$ cat src/rtl/stopwatch_pkg.sv
// stopwatch_pkg: shared FSM states, BCD digit type, digit moduli and tmp field offsets
package stopwatch_pkg;
  typedef enum logic [1:0] {IDLE, RUN, PAUSE, LAP} state_e;
  typedef logic [3:0] bcd_t;
  localparam int N_DIG = 8;
  // Digit 0 is centisecond units, digit 7 is hour tens.
  localparam int DIG_MOD [N_DIG] = '{10, 10, 10, 6, 10, 6, 10, 10};
  localparam int OFS_CC = 0;
  localparam int OFS_SS = 8;
  localparam int OFS_MM = 16;
  localparam int OFS_HH = 24;
endpackage

$ cat src/rtl/bcd_cnt.sv
// bcd_cnt: one BCD digit counting 0..MOD-1 with a same-cycle ripple carry out
module bcd_cnt
  import stopwatch_pkg::*;
#(
  parameter int MOD = 10
) (
  input  logic       clk,
  input  logic       rst,
  input  logic       clr,
  input  logic       inc,
  output logic [3:0] digit,
  output logic       carry
);
  bcd_t digit_q, digit_d;
  always_comb begin
    carry = inc && digit_q == 4'(MOD - 1);
    digit_d = clr || carry ? '0 : inc ? digit_q + 4'd1 : digit_q;
  end
  always_ff @(posedge clk) begin
    if (rst) digit_q <= '0;
    else digit_q <= digit_d;
  end
  assign digit = digit_q;
endmodule

$ cat src/rtl/stopwatch_core.sv
// stopwatch_core: HH:MM:SS.cc BCD stopwatch with run/pause/clear; lap freeze built only with STOPWATCH_LAP_EN
module stopwatch_core
  import stopwatch_pkg::*;
#(
  parameter int unsigned DIV = 1000000
) (
  input  logic        clk,
  input  logic        rst,
  input  logic        start_stop,
  input  logic        lap,
  input  logic        clear,
  output logic [31:0] tmp,
  output logic        running,
  output logic        lap_active,
  output logic        overflow
);
  state_e state_q, state_d;
  logic ss_q, cl_q, ss_e, cl_e, clr_acc, run, tick, ovf_q, ovf_d;
  logic [23:0] psc_q, psc_d;
  logic [31:0] cnt, tmp_q, tmp_d;
  logic [N_DIG:0] inc;
`ifdef STOPWATCH_LAP_EN
  logic lp_q, lp_e;
  always_ff @(posedge clk) begin
    if (rst) lp_q <= 1'b0;
    else lp_q <= lap;
  end
`else
  logic unused_lap;
  assign unused_lap = lap;
`endif
  // Ignored clear is not an event, so start_stop still acts in RUN/LAP.
  always_comb begin
    ss_e = start_stop & ~ss_q;
    cl_e = clear & ~cl_q;
    run = state_q == RUN || state_q == LAP;
    clr_acc = cl_e && !run;
    state_d = clr_acc ? IDLE : ss_e ? (run ? PAUSE : RUN) : state_q;
`ifdef STOPWATCH_LAP_EN
    lp_e = lap & ~lp_q;
    if (!clr_acc && !ss_e && lp_e)
      state_d = state_q == RUN ? LAP : state_q == LAP ? RUN : state_q;
    tmp_d = state_q == LAP ? tmp_q : cnt;
`else
    tmp_d = cnt;
`endif
    tick = run && psc_q == 24'(DIV - 1);
    psc_d = state_q == IDLE || clr_acc || tick ? '0 : run ? psc_q + 24'd1 : psc_q;
    ovf_d = !clr_acc && (ovf_q || inc[N_DIG]);
  end
  assign inc[0] = tick;
  for (genvar i = 0; i < N_DIG; i++) begin : g_dig
    bcd_cnt #(.MOD(DIG_MOD[i])) u_cnt (
      .clk,
      .rst,
      .clr  (clr_acc),
      .inc  (inc[i]),
      .digit(cnt[4*i+:4]),
      .carry(inc[i+1])
    );
  end
  always_ff @(posedge clk) begin
    if (rst) begin
      state_q <= IDLE;
      ss_q <= 1'b0;
      cl_q <= 1'b0;
      psc_q <= '0;
      ovf_q <= 1'b0;
      tmp_q <= '0;
    end else begin
      state_q <= state_d;
      ss_q <= start_stop;
      cl_q <= clear;
      psc_q <= psc_d;
      ovf_q <= ovf_d;
      tmp_q <= tmp_d;
    end
  end
  assign tmp = tmp_q;
  assign running = run;
  assign overflow = ovf_q;
`ifdef STOPWATCH_LAP_EN
  assign lap_active = state_q == LAP;
`else
  assign lap_active = 1'b0;
`endif
endmodule

$ cat config.mk
export PLATFORM = sky130hd
export DESIGN_NAME = stopwatch_core
export DESIGN_NICKNAME = d
export VERILOG_FILES = /design/src/rtl/stopwatch_pkg.sv /design/src/rtl/bcd_cnt.sv /design/src/rtl/stopwatch_core.sv
export SDC_FILE = /design/constraint.sdc
export NUM_CORES = 1
export LEC_CHECK = 0
export CAP_MARGIN = 15
export CORE_ASPECT_RATIO = 0.9
export CORE_MARGIN = 1
export CORE_UTILIZATION = 35
export CTS_BUF_LIST = sky130_fd_sc_hd__clkbuf_8
export DETAILED_ROUTE_END_ITERATION = 16
export SLEW_MARGIN = 40
export SYNTH_ARGS = -nofsm -noshare
export SYNTH_HDL_FRONTEND = slang
export SYNTH_SLANG_ARGS = --single-unit
$ cat constraint.sdc
create_clock -name clk -period 2.9 [get_ports clk]
set_input_delay 0.435 -clock clk [delete_from_list [all_inputs] [get_ports clk]]
set_output_delay 0.435 -clock clk [all_outputs]
set_load 0.02 [all_outputs]
==> results, run 1 <==
- The number of nets handed over by synthesis was 450.
- The count of placed standard cells including taps is 609.
- Walking the worst path, the cells encountered are ha_1, and3_1, and4_1, nand4_1, or4_1, a211oi_1.
- The total via count after detailed routing is 3006.
- The clock input transition at the sequential cells of the worst setup and hold paths is 0.09 ns.
- Of all flip-flops after synthesis, the portion carrying an async set or reset was 0%.
- The area of the core region is 10900 um2.
- The die covers 11600 um2.
- The clock network latency to the later pin of the worst-skew pair is 0.36 ns.
- The static power due to leakage is 1.60 nW.
- Among all stages on the critical path, the largest delay is contributed by or4_1.
- Summing the sequential cell areas from Yosys gives 47.4% of the chip area.
- The count of inserted antenna diode cells is 0.
- At the end of routability-driven placement, the weighted congestion stood at 0.802.
- Fill cells in the final layout number 1057.
- The number of antenna violations at the first check in global routing is 0.
- The worst setup slack after layout is 0.389 ns.
- The critical path start-end classification is reg -> reg.
- Once the floorplan was initialized, standard cells occupied 36.1% of the core.
- In this run the number of H-tree levels came out at 3.
- Summed over all layers, the global routing overflow is 0.
- In this run the post-CTS setup repair buffer count came out at 0.
- The number of clock buffers added by TritonCTS is 9.
- After detailed routing, the total wire length is 7.66 mm.
- Across the run, the number of max-cap violations was 0.
- During placement, the flow inserted port buffers numbering 37.
- In this run the core area contains 36 standard-cell rows.
- Synthesis produced 428 cells.
- From bottom edge to top edge, the die measures 102 um.
- The detailed-routing iteration count for the pre-antenna-repair pass is 6.
- The number of hold buffers added after cts is 0.
- The number of global-route vias before repair is 2750.
- The root buffer cell is clkbuf_8.
- The total number of nets in the final design is 490.
- The final non-filler cell total is 625.
- The power per cell area is 512 nW/um2.
- The top achievable clock speed is 0.398 GHz.
- The TritonCTS clock tree is done.
- At the worst endpoint, the required time is 3.18 ns.
- The number of hold-slack violations in the final timing report is 0.
- Final hold analysis gives a worst-case slack of 0.486 ns.
- Setup repair after global routing left no endpoint under its margin.
- The count of synthesis-stage warnings from yosys is 0.
- The first-pass GRT wire length is 13.0 mm.
- The synthesis-stage register bit count is 93.
- Once detail routing completed, the nets flagged for antenna violations numbered 0.
- The final-report max-slew violation count is 0.
- The count of endpoints failing setup in the final report is 0.
- The unique cell type count in the Yosys netlist is 43.
- The post-DP HPWL is 5.37 mm.
- The area growth from synthesis to layout is 20.9%.
- The synthesized area divided by synthesized cell count is 9.17 um2.
- In the synthesized netlist the dominant register cell turns out to be dfxtp_1.
- In this run, synthesis inferred 0 flip-flops with an integrated enable.
- In the final routed layout, each cell accounts on average for 12.3 um.
- The critical path endpoint category is a register.
- After routing, the total negative slack on setup checks comes to 0 ns.
- The worst stage delay on the critical path is 0.58 ns.
- The die is 114 um wide.
- Once the clock tree was built, the resizer swapped 0 gates to a different size.
- In this run the worst hold path is classified as reg -> reg.
- The buffer levels on the longest clock path is 2.
- The minimum setup slack after placement is 0.433 ns.
- The TritonCTS sink count is 93.
- Dividing the detail-routed via count by the number of cells gives 4.81.
- Of all nets on the critical path, the largest fanout is 8.
- After detailed routing, the number of remaining DRC violations is 0.
- Cells with a size suffix above 1 make up 6.34% of the layout.
- Entering global routing, the biggest net connects 28 pins.
- 40 I/O pins were placed.
- For the finished layout, the period the worst path requires is 2.51 ns.
- The mapped netlist covers 3920 um2.
- The nature of the critical path startpoint is a register.
- IR analysis of the VDD net gives a maximum drop of 0.000255 V.
- The run finished with clean final reports.
- The DRC violation total after the first TritonRoute iteration is 126.
- The total routing resource utilization after global routing is 14.2%.
- Of the available clock period, the critical path in the final layout requires 86.6%.
- At the worst endpoint, the arrival time is 2.79 ns.
- For the final database, setup skew stands at 0.00774 ns.
==> per-layer routing <==
metal	track usage, %	vias to the layer above	routed length [um]
met5	0	-	0
met4	5.16	0	108
li1	-	1544	-
met3	3.74	10	266
met1	18.6	1405	3840
met2	22.6	47	3440
==> path summary, 6_finish.rpt <==
| kind | startpoint | end | slack, ns | depth (start not counted) |
|---|---|---|---|---|
| min reg2reg | overflow | overflow | 0.49 | 2 |
| min | overflow | overflow | 0.49 | 2 |
| max | psc_q[0] | g_dig[3].u_cnt.digit[3] | 0.39 | 6 |
| max reg2reg | psc_q[0] | g_dig[3].u_cnt.digit[3] | 0.39 | 6 |
==> final cells by class <==
cell class                 instances  area, um2  share of cell area (%)
sequential                        93       1860                    39.3
inverter                          15       56.3                    1.19
timing repair buffer              47        445                    9.39
clock inverter                     7        131                    2.77
clock buffer                       9        124                    2.61
multi-input combinational        302       1930                    40.8
tap                              152        190                    4.01
==> per-stage QoR <==
stage	power (mW)	utilization (%)	instance area [um2]
floorplan	1.35	-	3920
global placement	1.37	41.3	4490
detailed placement	1.37	41.3	4490
CTS	2.46	43.7	4740
global route	2.52	43.7	4740
finish	2.43	43.7	4740
==> power breakdown <==
part,total [mW],internal [mW],switching (mW)
Combinational,0.0579,0.0194,0.0386
Sequential,1.28,1.28,0.00140
Clock,1.09,0.651,0.438
Total,2.43,1.95,0.478
==> critical path, delay by kind of cell, from the launching register on <==
kind                     cells  cell delay, ns
AND/OR/NAND/NOR              4            1.61
AO/OA/AOI/OAI                1            0.23
flip-flops                   1            0.37
adder cells (fa/ha/maj)      1            0.21
==> state kept, by name, summed over array words and instances (netlist names) <==
| name | count |
|---|---|
| psc_q | 24 |
| cl_q | 1 |
| tmp | 32 |
| overflow | 1 |
| state_q | 2 |
| ss_q | 1 |
| g_dig.u_cnt.digit | 32 |
==> kinds of logic after synthesis <==
family / after synthesis / share of synthesized area [%]
AND/OR/NAND/NOR: 204 / 28.8
multiplexers: 8 / 2.04
other: 1 / 0.0956
XOR/XNOR: 30 / 6.70
AO/OA/AOI/OAI: 42 / 6.19
flip-flops: 93 / 47.4
buffers and inverters: 33 / 3.28
adder cells (fa/ha/maj): 17 / 5.42
==> cells in the mapped netlist, types with 2 or more instances <==
master / number / area (um2)
nor2b_1: 30 / 188
nor4_1: 8 / 50.1
o21ai_1: 2 / 10.0
xnor2_1: 23 / 201
nand4_1: 11 / 68.8
nand3_1: 15 / 75.1
ha_1: 17 / 213
a211oi_1: 4 / 30.0
o31ai_1: 3 / 22.5
and4_1: 5 / 43.8
xor2_1: 7 / 61.3
dfxtp_1: 93 / 1860
nand2b_1: 3 / 18.8
and3_1: 5 / 31.3
nor4_2: 2 / 25.0
nand3b_1: 6 / 45.0
and2_1: 3 / 18.8
o21ai_0: 10 / 50.1
nand2_1: 21 / 78.8
a21oi_1: 18 / 90.1
clkbuf_1: 15 / 56.3
or4_4: 2 / 22.5
or4_1: 5 / 37.5
or3_1: 10 / 62.6
nor2_1: 59 / 221
inv_1: 15 / 56.3
nor3_1: 9 / 45.0
and3b_1: 5 / 43.8
mux2i_1: 8 / 80.1
==> cell usage in the layout, fill, tap and decap left out, types with 15 or more instances in the layout <==
master	instances
a21oi_1	18
nand2_1	21
nor2b_1	30
clkdlybuf4s50_1	37
nor2_1	59
dfxtp_1	93
xnor2_1	23
ha_1	17
inv_1	18
nand3_1	15
(Power assumes the default switching activity.)
==> inputs of run 2 (changes only) <==
--- a/config.mk
+++ b/config.mk
@@ -14,4 +14,5 @@
 export SLEW_MARGIN = 40
 export SYNTH_ARGS = -nofsm -noshare
 export SYNTH_HDL_FRONTEND = slang
+export SYNTH_HIERARCHICAL = 1
 export SYNTH_SLANG_ARGS = --single-unit
==> results, run 2 <==
- The area of the core region is 10800 um2.
- The path with the worst hold slack has its endpoint at tmp[27].
- The highest fanout seen on the critical path is 4.
- The fraction of synthesis flops using an asynchronous set or reset pin is 0%.
- After global routing the overflow that remains totals 0.
- The worst setup path is captured at a register.
- The tightest min-delay check is of the reg -> reg type.
- After detailed placement, the total cell area comes to 4630 um2.
- The initialized floorplan defines 36 standard-cell rows.
- The cell depth of the worst min-delay path is 1.
- The starting density of the core is 35.9%.
- Of the cells placed in the final design, the portion with a size suffix greater than 1 is 25.4%.
- After detailed placement, the design holds a cell count of 576.
- The final routed wirelength across all metal layers is 7.40 mm.
- Summed over all cells, the static leakage comes to 1.87 nW.
- The startpoint identified for the worst hold timing path is g_dig[6].u_cnt/digit[3].
- In this run the vertical extent of the chip is 102 um.
- The required arrival time at the worst endpoint is 3.17 ns.
- The total number of nets in the final design is 493.
- The most common cell in the synthesized netlist is dfxtp_1.
- The maximum ir drop on the vdd rail is 0.000381 V.
- dfxtp_1 takes more of the synthesized area than any other cell.
- Dividing the final minimum period by the clock period gives 111%.
- The headroom to the max-slew limit is 52.8%.
- Counting instances in the post-synthesis netlist gives the leading cell types as dfxtp_1 (93), nor2_1 (50), nor2b_1 (35).
- The most frequent standard cell in the layout excluding fill and tap cells is dfxtp_1.
- The first-pass GRT wire length is 12.7 mm.
- The synthesized area divided by synthesized cell count is 10.2 um2.
- Clock-pin slew was measured on the worst setup and hold paths at 0.09 ns.
- The setup slack of the worst register-to-register path is -0.30 ns.
- The nature of the critical path startpoint is a register.
- The length in cells of the worst reg-to-reg path is 14.
- The worst setup slack after layout is -0.305 ns.
- For this run, the top clock speed supported by timing is 0.312 GHz.
- The final weighted congestion in routability-driven placement is 0.811.
- The top cell type's share of synthesized area is 48.2%.
- The power per cell area is 462 nW/um2.
- Once detail routing completed, the nets flagged for antenna violations numbered 0.
- After synthesis the netlist holds a flip-flop and latch count of 93.
- Buffers inserted to repair hold after CTS numbered 0.
- The remaining routing DRC violations is 0.
- The number of nets in the synthesized netlist is 401.
- The count of inserted antenna diode cells is 0.
- The number of clock buffers added by TritonCTS is 9.
- Dividing the detail-routed via count by the number of cells gives 4.71.
- The number of antenna violations at the first check in global routing is 0.
- The largest net degree at the start of global routing is 30.
- After synthesis, the netlist uses 37 different library cells.
- Detailed placement finished with a half-perimeter wire length of 5.00 mm.
- The I/O pin total is 40.
- The final-report max-slew violation count is 0.
- The library cells used most frequently in the layout, excluding fill and tap cells, are dfxtp_1 (89), buf_4 (56), nor2_1 (46).
- In this run the critical register-to-register path is captured at g_dig[7].u_cnt/digit[0].
- The final design instance area without fill is 5030 um2.
- The DRC violation total after the first TritonRoute iteration is 103.
- The wire length per cell is 12.1 um.
- The number of synthesized flops with an enable pin is 0.
- The final clock skew is 0.0104 ns.
- The total routing resource utilization after global routing is 14.1%.
- The critical path in this run is classified as reg -> reg.
- The TritonCTS sink count is 93.
- Relative to the synthesized area, the layout overhead comes to 30.2%.
- The checks that failed: setup timing.
- For this run, the number of standard cells in the final layout without fillers is 609.
- The tool flagged a number of max-cap violations equal to 0.
- The worst path arrival time is 3.48 ns.
- After synthesis, the cell types taking the most area are dfxtp_1 (48%), nor2b_1 (5.7%), ha_1 (5.5%), xor2_1 (5.4%), nor2_1 (4.9%).
- The number of hold-slack violations in the final timing report is 0.
- The number of H-tree levels is 3.
- The horizontal extent of the die is 113 um.
- The total via count after detailed routing is 2868.
- The sequential area share after synthesis is 48.2%.
- The detailed-routing iteration count for the pre-antenna-repair pass is 4.
- The flow ran to the end, but the final reports show violations.
- The cell area that synthesis handed to floorplanning was 3860 um2.
- Clock tree synthesis selected as its root buffer the cell clkbuf_8.
- During placement, the flow inserted port buffers numbering 37.
- The worst register-to-register path begins at psc_q[0].
- The dominant register cell in the synthesized netlist is dfxtp_1.
- The measured slew at the worst slew-check pin is 0.705 ns.
- The number of global-route vias before repair is 2758.
- Yosys printed 6 warnings.
- Setup violations remaining at the end of the flow were counted as 13.
- In the synthesized netlist, the number of instances is 379.
- Setup repair after global routing could not meet its margin everywhere.
- The later pin in the worst-skew pair is clocked with a latency of 0.37 ns.
- The die covers 11500 um2.
- The buffer levels on the longest clock path is 2.
- The routed design could run at a clock period as short as 3.20 ns.
- The TritonCTS clock tree is done.
## run 2: changes by cell type after synthesis, sizes merged, moves of 9 or more
cell / before / now
nor2: 59 / 50
xnor2: 23 / 14
xor2: 7 / 24
nor4: 11 / 2
nand4: 11 / 21
## run 2: cell type report
cell class              count  area [um2]
clock buffers               9         124
clock inverters             7        96.3
fillers                   992        5740
inverters                  10        37.5
multi-input cells         263        1940
flip-flops and latches     93        1870
well taps                 133         166
repair buffers             94         797
## run 2: timing repair
action | CTS | global route
endpoints found under the hold margin | 0 | 0
gates resized for setup | 6 | 6
pin swaps | 8 | 4
buffers inserted | 19 | 3
setup endpoints to repair | 13 | 16
## run 2: cell families after synthesis
kind of cell	count (synthesis)	share of synthesized area [%]
adders and majority gates	17	5.51
DFF	93	48.2
other	1	0.0971
buffers and inverters	23	3.24
muxes	2	0.518
and+or+nand+nor	175	27.5
AOI/OAI and AO/OA	30	6.25
xor gates and xnor gates	38	8.62
## run 2: per-stage QoR
step / utilization, % / power (mW) / hold WS, ns / setup WS, ns / TNS, ns
5_1_grt: 46.7 / 2.41 / 0.521 / -0.441 / -4.12
3_5_place_dp: 43.0 / 1.39 / 0.479 / -0.378 / -3.23
4_1_cts: 46.6 / 2.35 / 0.501 / -0.313 / -2.71
2_1_floorplan: - / 1.37 / 0.458 / -0.883 / -8.92
6_report: 46.7 / 2.32 / 0.503 / -0.305 / -2.45
3_3_place_gp: 43.0 / 1.39 / 0.469 / -0.349 / -2.80
## run 2: worst max path at each step
stage,from,endpoint,cells after the start
after floorplan,psc_q[1],g_dig[7].u_cnt/digit[1],14
after global placement,psc_q[1],g_dig[7].u_cnt/digit[2],14
after detailed placement,psc_q[1],g_dig[7].u_cnt/digit[3],14
after CTS,psc_q[0],g_dig[7].u_cnt/digit[3],14
after global routing,psc_q[0],g_dig[7].u_cnt/digit[0],14
final,psc_q[0],g_dig[7].u_cnt/digit[0],14
## run 2: routing by layer
metal	global-route usage [%]	routed length (um)	vias to the layer above
li1	-	-	1481
met1	17.0	3590	1337
met2	23.8	3450	43
met3	4.13	265	7
met4	5.54	92	0
met5	0	0	-
## run 2: worst max-delay path, cell delays in order, from the launching register on
cell	delay (ns)
dfxtp_2	0.36
ha_4	0.13
nand4_1	0.09
or3_4	0.36
nor2_4	0.10
and4b_4	0.23
and4b_4	0.23
and4b_4	0.23
and4b_4	0.24
and4b_4	0.23
and4b_4	0.24
and4b_4	0.25
and4b_4	0.23
or3_4	0.15
nor2_1	0.04
## run 2: power by group
group | switching [mW] | leakage (nW) | total (mW) | internal (mW)
combinational | 0.0476 | 1.00 | 0.0759 | 0.0283
sequential | 0.00119 | 0.751 | 1.28 | 1.28
clock | 0.473 | 0.114 | 0.964 | 0.492
total | 0.522 | 1.87 | 2.32 | 1.80
==> inputs of run 3 (changes only) <==
--- a/config.mk
+++ b/config.mk
@@ -5,8 +5,9 @@
 export SDC_FILE = /design/constraint.sdc
 export NUM_CORES = 1
 export LEC_CHECK = 0
-export CAP_MARGIN = 15
-export CORE_ASPECT_RATIO = 0.9
+export ABC_AREA = 1
+export CAP_MARGIN = 20
+export CORE_ASPECT_RATIO = 0.7
 export CORE_MARGIN = 1
 export CORE_UTILIZATION = 35
 export CTS_BUF_LIST = sky130_fd_sc_hd__clkbuf_8
==> results, run 3 <==
- The flow ran to the end, and the final reports show no timing, DRC or antenna violations.
- The nature of the critical path startpoint is a register.
- The share of the Yosys chip area taken by registers is 43.5%.
- By count the netlist is led by nor2_1 (130), inv_1 (119), nand2_1 (107).
- For this design, the sink count on the clock tree is 93.
- The number of global-route vias before repair is 3433.
- The number of hold buffers added after cts is 0.
- In the post-synthesis netlist, the biggest area contributors are dfxtp_1 (44%), nor2_1 (11%), inv_1 (10%), nand2_1 (9.4%), ha_1 (5.0%).
- The number of nets still failing antenna checks after routing is 0.
- The dominant register cell in the synthesized netlist is dfxtp_1.
- Wires add up to 8.54 mm.
- The synthesis-stage register bit count is 93.
- The share of total power dissipated in combinational logic is 3.2%.
- Static timing analysis puts the maximum clock frequency at 0.355 GHz.
- The design internal power is 1.72 mW.
- The post-synthesis to final-layout area growth is 24.0%.
- The overall overflow remaining after global route is 0.
- The most frequent standard cell in the layout excluding fill and tap cells is nor2_1.
- The signal on the critical path passes through ha_4, nand2_4, nor2_4, nand3_2, nor2_4, nand4_1, inv_2, nand4_1, inv_2, nand4_1, inv_2, nand4_1, inv_2, nand4_1, inv_2, nand4_1, inv_2, nand4_1, inv_2, nand4_1, nand2_2, nor2_1.
- After detailed routing, the number of remaining DRC violations is 0.
- TritonCTS built the clock tree.
- The power per cell area is 419 nW/um2.
- The total number of nets in the final design is 684.
- The DRC violation total after the first TritonRoute iteration is 133.
- The net switching power is 506 uW.
- In this run the tool buffered the top-level ports with 37 buffer cells.
- The largest net degree at the start of global routing is 43.
- The first-pass GRT wire length is 14.9 mm.
- The number of synthesized flops with an enable pin is 0.
- The worst setup path is captured at a register.
- For this configuration, the core starts out at a cell density of 36.2%.
- Dividing the detail-routed via count by the number of cells gives 4.27.
- The synthesized area divided by synthesized cell count is 7.26 um2.
- Summed over all cells, the static leakage comes to 1.98 nW.
- Max-cap violations in this run came to 0.
- The number of antenna diodes in the final layout is 0.
- The synthesized design spends more area on one cell type than any other, namely dfxtp_1.
- The post-synthesis net count is 611.
- The number of filler instances in the final layout is 1190.
- The worst hold-check path type is reg -> reg.
- Of the post-synthesis cell area, the dominant cell type holds 43.5%.
- The netlist uses 30 different library cells.
- The number of H-tree levels is 3.
- The highest fanout seen on the critical path is 5.
- Data on the critical path arrives at its endpoint at 3.07 ns.
- The worst-case IR drop observed on VDD is 0.000262 V.
- The combined buffer and inverter count along the critical path is 7.
- Routability-driven placement finished with a final weighted congestion of 0.800.
- The count of endpoints failing setup in the final report is 0.
- The share of post-route cells with drive strength above 1 is 16.3%.
- The final design utilization is 44.9%.
- The number of antenna violations at the first check in global routing is 0.
- The root buffer cell is clkbuf_8.
- The worst hold margin is 0.448 ns.
- The sequential share of power is 57.5%.
- The number of clock buffers added by TritonCTS is 9.
- The highest-delay cell along the critical path is dfxtp_4.
- The most common cell in the synthesized netlist is nor2_1.
- The die is 134 um wide.
- The worst setup path is of the reg -> reg kind.
- On the final layout, the worst clock skew is 0.00836 ns.
- Among cell families on the critical path, the largest total delay comes from simple AND/OR/NAND/NOR gates.
- The wire length per cell is 10.4 um.
- Synthesis produced 589 cells.
- Leaving out fill and tap cells, the most frequent cells in the layout are nor2_1 (126), inv_1 (112), nand2_1 (104).
- The area enclosed by the die boundary is 12700 um2.
- Clock-pin slew was measured on the worst setup and hold paths at 0.09 ns.
- For this run, the total global-route usage over all layers was measured as 14.7%.
- The detailed-routing iteration count for the pre-antenna-repair pass is 4.
- The longest clock path from root to sink contains 2 buffers.
- Counting flops with an async set or reset pin after synthesis yields a share of 0%.
- The required arrival time at the worst endpoint is 3.15 ns.
- During synthesis, Yosys emitted a total of 6 warnings.
- Clock latency on the worst-skew pair, taken at its later pin, is 0.36 ns.
- The final-report max-slew violation count is 0.
- The switching share of power is 22.8%.
- The final route contains 3516 vias.
- The floorplan step defined a core boundary enclosing 11800 um2.
- For the finished layout, the period the worst path requires is 2.81 ns.
- The number of hold-slack violations in the final timing report is 0.
- The mapped cell area is 4280 um2.
- The share of total power dissipated in the clock network is 39.3%.
- The cell repeated most along the worst path is nand4_1.
- The height of the die is 94.5 um.
- The portion of the clock cycle consumed by the worst path in the final layout is 97.0%.
- Setup repair after global routing could not meet its margin everywhere.
- The standard-cell row count is 33.
- 40 I/O pins were placed.
- In this design, the stage delay of the slowest critical-path cell is 0.38 ns.
- The post-DP HPWL is 6.29 mm.
[run 3: cell count changes in the layout (fill, tap and decap cells not counted), moves of 10 or more]
cell and change:
inv_1 +102, nand2_1 +89, nor2_1 +80, nor2b_1 -35
buf_4 -23, o21ai_1 +14, nand2_2 +13, xor2_1 -11
inv_2 +10
[run 3: routing by layer]
metal  track usage, %  vias to the layer above  routed length, um
li1                 -                     1876                  -
met1             18.9                     1580               4250
met2             24.3                       53               3850
met3             3.97                        7                380
met4             4.12                        0                 67
met5                0                        -                  0
[run 3: timing repair]
action,CTS,global route
resized for setup,3,10
pin swaps,1,7
setup endpoints to repair,5,9
buffers inserted,0,2
[run 3: path summary, 6_finish.rpt]
check	startpoint	to	slack [ns]	depth (start not counted)
setup / recovery	psc_q[1]	g_dig[7].u_cnt/digit[3]	0.09	22
hold / removal	g_dig[1].u_cnt/digit[2]	tmp[6]	0.45	2
setup reg to reg	psc_q[1]	g_dig[7].u_cnt/digit[3]	0.09	22
hold reg to reg	g_dig[1].u_cnt/digit[2]	tmp[6]	0.45	2
[run 3: power groups by stage]
stage,combinational (mW),sequential [mW],clock [mW]
6_report,0.0707,1.28,0.874
3_5_place_dp,0.0713,1.31,0
4_1_cts,0.0717,1.28,0.913
2_1_floorplan,0.0531,1.31,0
5_1_grt,0.0785,1.28,0.971
3_3_place_gp,0.0704,1.31,0
[run 3: cell families (layout without fill, tap and decap cells)]
kind of cell	Yosys count	after routing	share of synthesized area [%]
compound gates	23	23	2.78
xor+xnor	25	25	5.12
fa+ha+maj	17	17	4.97
buf+inv	130	208	12.0
flops	93	93	43.5
other cells	1	1	0.0877
simple gates	300	300	31.5
[run 3: layout make-up]
type                            count  area (um2)  share of cell area [%]
Sequential cell                    93        1870                    35.3
Tap cell                          157         196                    3.70
Multi-Input combinational cell    366        1960                    36.9
Clock buffer                       10         138                    2.59
Clock inverter                      6        62.6                    1.18
Timing Repair Buffer               70         618                    11.7
Inverter                          122         460                    8.68
[run 3: worst reg2reg max path: cells and delay by family, from the launching register on]
| family | cells | cell delay [ns] |
|---|---|---|
| flip-flops | 1 | 0.38 |
| AND/OR/NAND/NOR | 14 | 1.52 |
| adder cells (fa/ha/maj) | 1 | 0.15 |
| buffers and inverters | 7 | 0.67 |
[run 3: through the flow]
step                      setup slack (ns)  instances  power [mW]  cell area (um2)  TNS [ns]
after floorplan                    -0.0133        589        1.36             4310   -0.0438
after global placement              0.0181        807        1.38             5070         0
after detailed placement           -0.0699        807        1.38             5070    -0.226
after CTS                          0.00350        823        2.26             5270         0
after global routing                -0.271        824        2.33             5310     -1.44
final                               0.0858        824        2.22             5310         0
